[src/rtl/riscv_pkg.sv]
// Shared RV32I definitions: XLEN and the imm_src format encoding used by
// the decoder and the immediate generator.
package riscv_pkg;

  localparam int XLEN = 32;

  localparam logic [2:0] IMM_I = 3'd0;
  localparam logic [2:0] IMM_S = 3'd1;
  localparam logic [2:0] IMM_B = 3'd2;
  localparam logic [2:0] IMM_J = 3'd3;
  localparam logic [2:0] IMM_U = 3'd4;

  // Any selector above IMM_U has no defined immediate format.
  function automatic logic imm_src_illegal(input logic [2:0] src);
    return (src > IMM_U);
  endfunction

endpackage

[src/rtl/imm_sign_extend_comb.sv]
// Combinational RV32I immediate reassembly and sign extension; usable
// directly by a single-cycle datapath without the register stage.
module imm_sign_extend_comb
  import riscv_pkg::*;
(
  input  logic [2:0]      imm_src,
  input  logic [31:7]     instr,
  output logic [XLEN-1:0] imm,
  output logic            illegal
);

  logic s;
  assign s = instr[31];

  always_comb begin
    imm     = '0;
    illegal = 1'b0;
    case (imm_src)
      IMM_I: imm = {{20{s}}, instr[31:20]};
      IMM_S: imm = {{20{s}}, instr[31:25], instr[11:7]};
      IMM_B: imm = {{19{s}}, instr[31], instr[7], instr[30:25], instr[11:8], 1'b0};
      IMM_J: imm = {{11{s}}, instr[31], instr[19:12], instr[20], instr[30:21], 1'b0};
      IMM_U: imm = {instr[31:12], 12'b0};
      default: begin
        imm     = '0;
        illegal = 1'b1;
      end
    endcase
  end

endmodule

[src/rtl/imm_sign_extend.sv]
// Registered immediate generator: one-cycle latency, holds the last
// immediate while in_valid is low, flags illegal format selectors.
module imm_sign_extend
  import riscv_pkg::*;
(
  input  logic            clk,
  input  logic            rst_n,
  input  logic            in_valid,
  input  logic [2:0]      imm_src,
  input  logic [31:7]     instr,
  output logic [XLEN-1:0] imm_ext,
  output logic            imm_valid,
  output logic            imm_illegal
);

  logic [XLEN-1:0] comb_imm;
  logic            comb_illegal;

  logic [XLEN-1:0] imm_ext_d,     imm_ext_q;
  logic            imm_valid_d,   imm_valid_q;
  logic            imm_illegal_d, imm_illegal_q;

  imm_sign_extend_comb u_comb (
    .imm_src (imm_src),
    .instr   (instr),
    .imm     (comb_imm),
    .illegal (comb_illegal)
  );

  // Unqualified cycles keep the immediate so downstream muxes stay stable.
  always_comb begin
    imm_ext_d     = imm_ext_q;
    imm_valid_d   = in_valid;
    imm_illegal_d = in_valid & comb_illegal;
    if (in_valid) begin
      imm_ext_d = comb_imm;
    end
  end

  always_ff @(posedge clk) begin
    if (!rst_n) begin
      imm_ext_q     <= '0;
      imm_valid_q   <= 1'b0;
      imm_illegal_q <= 1'b0;
    end else begin
      imm_ext_q     <= imm_ext_d;
      imm_valid_q   <= imm_valid_d;
      imm_illegal_q <= imm_illegal_d;
    end
  end

  assign imm_ext     = imm_ext_q;
  assign imm_valid   = imm_valid_q;
  assign imm_illegal = imm_illegal_q;

endmodule

[config.mk]
export PLATFORM = sky130hd
export DESIGN_NAME = imm_sign_extend
export DESIGN_NICKNAME = d
export VERILOG_FILES = /design/src/rtl/riscv_pkg.sv /design/src/rtl/imm_sign_extend_comb.sv /design/src/rtl/imm_sign_extend.sv
export SDC_FILE = /design/constraint.sdc
export NUM_CORES = 1
export LEC_CHECK = 0
export ABC_AREA = 1
export CORE_UTILIZATION = 35
export DETAILED_ROUTE_END_ITERATION = 10
export HOLD_SLACK_MARGIN = 0.1
export PLACE_DENSITY = 0.79
export SYNTH_ARGS = -nofsm -noshare
export SYNTH_HDL_FRONTEND = slang
export SYNTH_SLANG_ARGS = --single-unit
[constraint.sdc]
create_clock -name clk -period 1.1 [get_ports clk]
set_clock_uncertainty 0.1 [all_clocks]
set_input_delay 0.11 -clock clk [delete_from_list [all_inputs] [get_ports clk]]
set_output_delay 0.11 -clock clk [all_outputs]
set_load 0.02 [all_outputs]
==> flow_metrics.py <==
metrics = {
    "place": {
        "portBuffers": 64,
        "post-place-cells": 337,
        "hpwl_um": 3040,
        "gp_congestion": 0.810,
    },
    "final_layout": {
        "final_common_cell": "nand2_1",
        "diodes": 0,
        "most-common-layout-cells": "102 x nand2_1, 34 x dfxtp_1, 30 x a21oi_1, 30 x buf_2, 27 x clkdlybuf4s50_1",
        "finalNetCount": 328,
        "drive_gt1_share_pct": 23.2,
        "n_fill_cell": 411,
        "layoutNonFillerInstCount": 348,
        "area_delta_synth_final_pct": 48.0,
    },
    "grt": {
        "grt_pass1_wl_um": 6820,
        "grtUsageTotal_pct": 20.0,
        "grt_max_degree": 33,
        "grt_pass1_vias": 1585,
        "antenna_found_initial": 0,
        "gr-total-overflow": 0,
    },
    "route": {
        "wl_met3_um": 376,
        "dr.max_layer_used": "met4",
        "first_pass_iters": 5,
        "m1WireLength_um": 1820,
        "wl_per_cell_um": 12.2,
        "vias_per_cell": 4.88,
        "vias": 1697,
        "routed_wirelength_um": 4260,
        "drtIter0Drc": 82,
        "ant_nets": 0,
        "wl_met2_um": 1990,
        "drc": 0,
    },
    "power": {
        "vdd_drop_max_mv": 0.745,
        "p_per_area_nw_per_um2": 1250,
        "p_leak_nw": 1.07,
    },
    "setup_path": {
        "path_class": "reg -> out",
        "slowest_delay_ns": 0.34,
        "crit_family": "flip-flops",
        "crit_slowest_cell": "dfxtp_1",
        "crit_path_start_kind": "register",
        "cp-end-kind": "primary output",
        "reg2reg_from": "imm_ext[13]",
        "cp.required_ns": 0.89,
        "cp.arrival_ns": 0.88,
        "cp.buffers_inverters": 1,
        "crit_chain": "clkdlybuf4s15_2",
        "cp-startpoint": "imm_ext[10]",
        "cp_max_fo": 2,
    },
    "logic_synthesis": {
        "syn_nets": 252,
        "syn-mean-instance-area_sq_um": 6.81,
        "seq_area_frac_synth_pct": 45.3,
        "yosys_warnings": 0,
        "netlist_area_sq_um": 1500,
        "ys_ff_latch": 34,
        "syn_inst": 221,
        "synth.distinct_cells": 14,
    },
    "floorplanning": {
        "dieArea_sq_um": 4560,
        "dieHeight_um": 67.6,
        "initial_core_util_pct": 37.1,
        "pin_count": 65,
        "dieWidth_um": 67.6,
        "rows": 23,
        "core_sq_um": 4060,
    },
    "cts": {
        "cts.path.max_buffers": 2,
        "cts_root_buffer": "clkbuf_8",
        "htree_levels": 2,
        "cts_tree": "done",
        "clock_latency_ns": 0.28,
        "cts_hold_buf": 0,
        "cts_buffers": 5,
        "path_clk_slew_ns": 0.07,
        "cts_num_sinks": 34,
    },
    "run_status": {
        "status": "completed",
    },
    "sta": {
        "min_period_over_period_pct": 99.0,
        "timing.final.max_slew_violations": 0,
        "setup_viol_count_final": 0,
        "rsz0062_at_grt": "false",
        "slew_headroom_pct": 85.0,
        "finalHoldViolCount": 0,
        "min_period_ns": 1.09,
        "holdWs_ns": 0.194,
        "max_freq_mhz": 918,
        "worst_pin_slew_ns": 0.225,
    },
    "job": {
        "drv_cap": 0,
    },
    "min_path": {
        "worstHoldStart": "imm_src[0]",
        "hold_path_class": "in -> reg",
    },
}
==> synthesized netlist by cell type <==
cell / number / share of area (%)
buf_2: 8 / 2.7
a21oi_2: 2 / 1.2
nand4_1: 7 / 2.9
nor2_1: 1 / 0.25
inv_2: 1 / 0.25
inv_1: 6 / 1.5
nor2_4: 1 / 0.75
dfxtp_1: 34 / 45
nand2_1: 102 / 25
nand2_2: 2 / 0.83
buf_4: 2 / 1.0
nand3_1: 21 / 7.0
clkbuf_1: 4 / 1.0
a21oi_1: 30 / 10
==> worst min-delay path, cell delays in order <==
cell and delay [ns]:
clkbuf_2 0.14, nand4_1 0.12, nand2_1 0.05, nand2_1 0.06, a21oi_1 0.05
==> final timing paths <==
kind,slack (ns),depth (start not counted),to
max,0.01,1,imm_ext[10]
max reg2reg,0.27,3,imm_ext[13]
min,0.19,5,imm_ext[0]
min reg2reg,0.36,2,imm_ext[3]
==> stage by stage <==
step	total power (W)	util, %	setup WS, ns	TNS, ns	cell area [sq um]
5_1_grt	0.00292	54.9	0.000397	0	2230
2_1_floorplan	0.00162	-	0.185	0	1500
4_1_cts	0.00284	57.7	0.00106	0	2340
3_5_place_dp	0.00193	55.9	-0.446	-12.06	2270
3_3_place_gp	0.00192	55.9	-0.410	-11.16	2270
6_report	0.00279	54.9	0.0110	0	2230
==> logic make-up after synthesis <==
| group | count (synthesis) | share of synthesized area (%) |
|---|---|---|
| and+or+nand+nor | 134 | 37.2 |
| DFF | 34 | 45.3 |
| AOI/OAI and AO/OA | 32 | 11.1 |
| buffers and inverters | 21 | 6.41 |
==> registers in the layout, summed over array words and instances, names as in the netlist <==
name / count
imm_valid: 1
imm_ext: 32
imm_illegal: 1
==> repair_timing <==
action	CTS	global route
buffers inserted	3	0
pin swaps	1	0
endpoints found under the setup margin	60	22
resized for setup	117	24
==> per-layer routing <==
metal | GRT usage [%] | vias to the layer above
met2 | 34.3 | 65
met5 | 0 | -
li1 | - | 870
met1 | 23.1 | 753
met3 | 5.41 | 9
met4 | 8.78 | 0
==> cell type report <==
| class | instances | area, sq um | share of cell area [%] |
|---|---|---|---|
| multi-input combinational | 166 | 732 | 32.9 |
| inverter | 7 | 26.3 | 1.18 |
| tap | 50 | 62.6 | 2.81 |
| sequential | 34 | 681 | 30.6 |
| timing repair buffer | 83 | 633 | 28.4 |
| clock inverter | 1 | 5.00 | 0.225 |
| clock buffer | 7 | 86.3 | 3.88 |
==> power by group <==
group	switching, W	total (W)	internal (W)
registers	0.0000269	0.00131	0.00129
clock network	0.000424	0.000928	0.000504
logic	0.000302	0.000548	0.000245
total	0.000753	0.00279	0.00204
(Power assumes the default switching activity.)
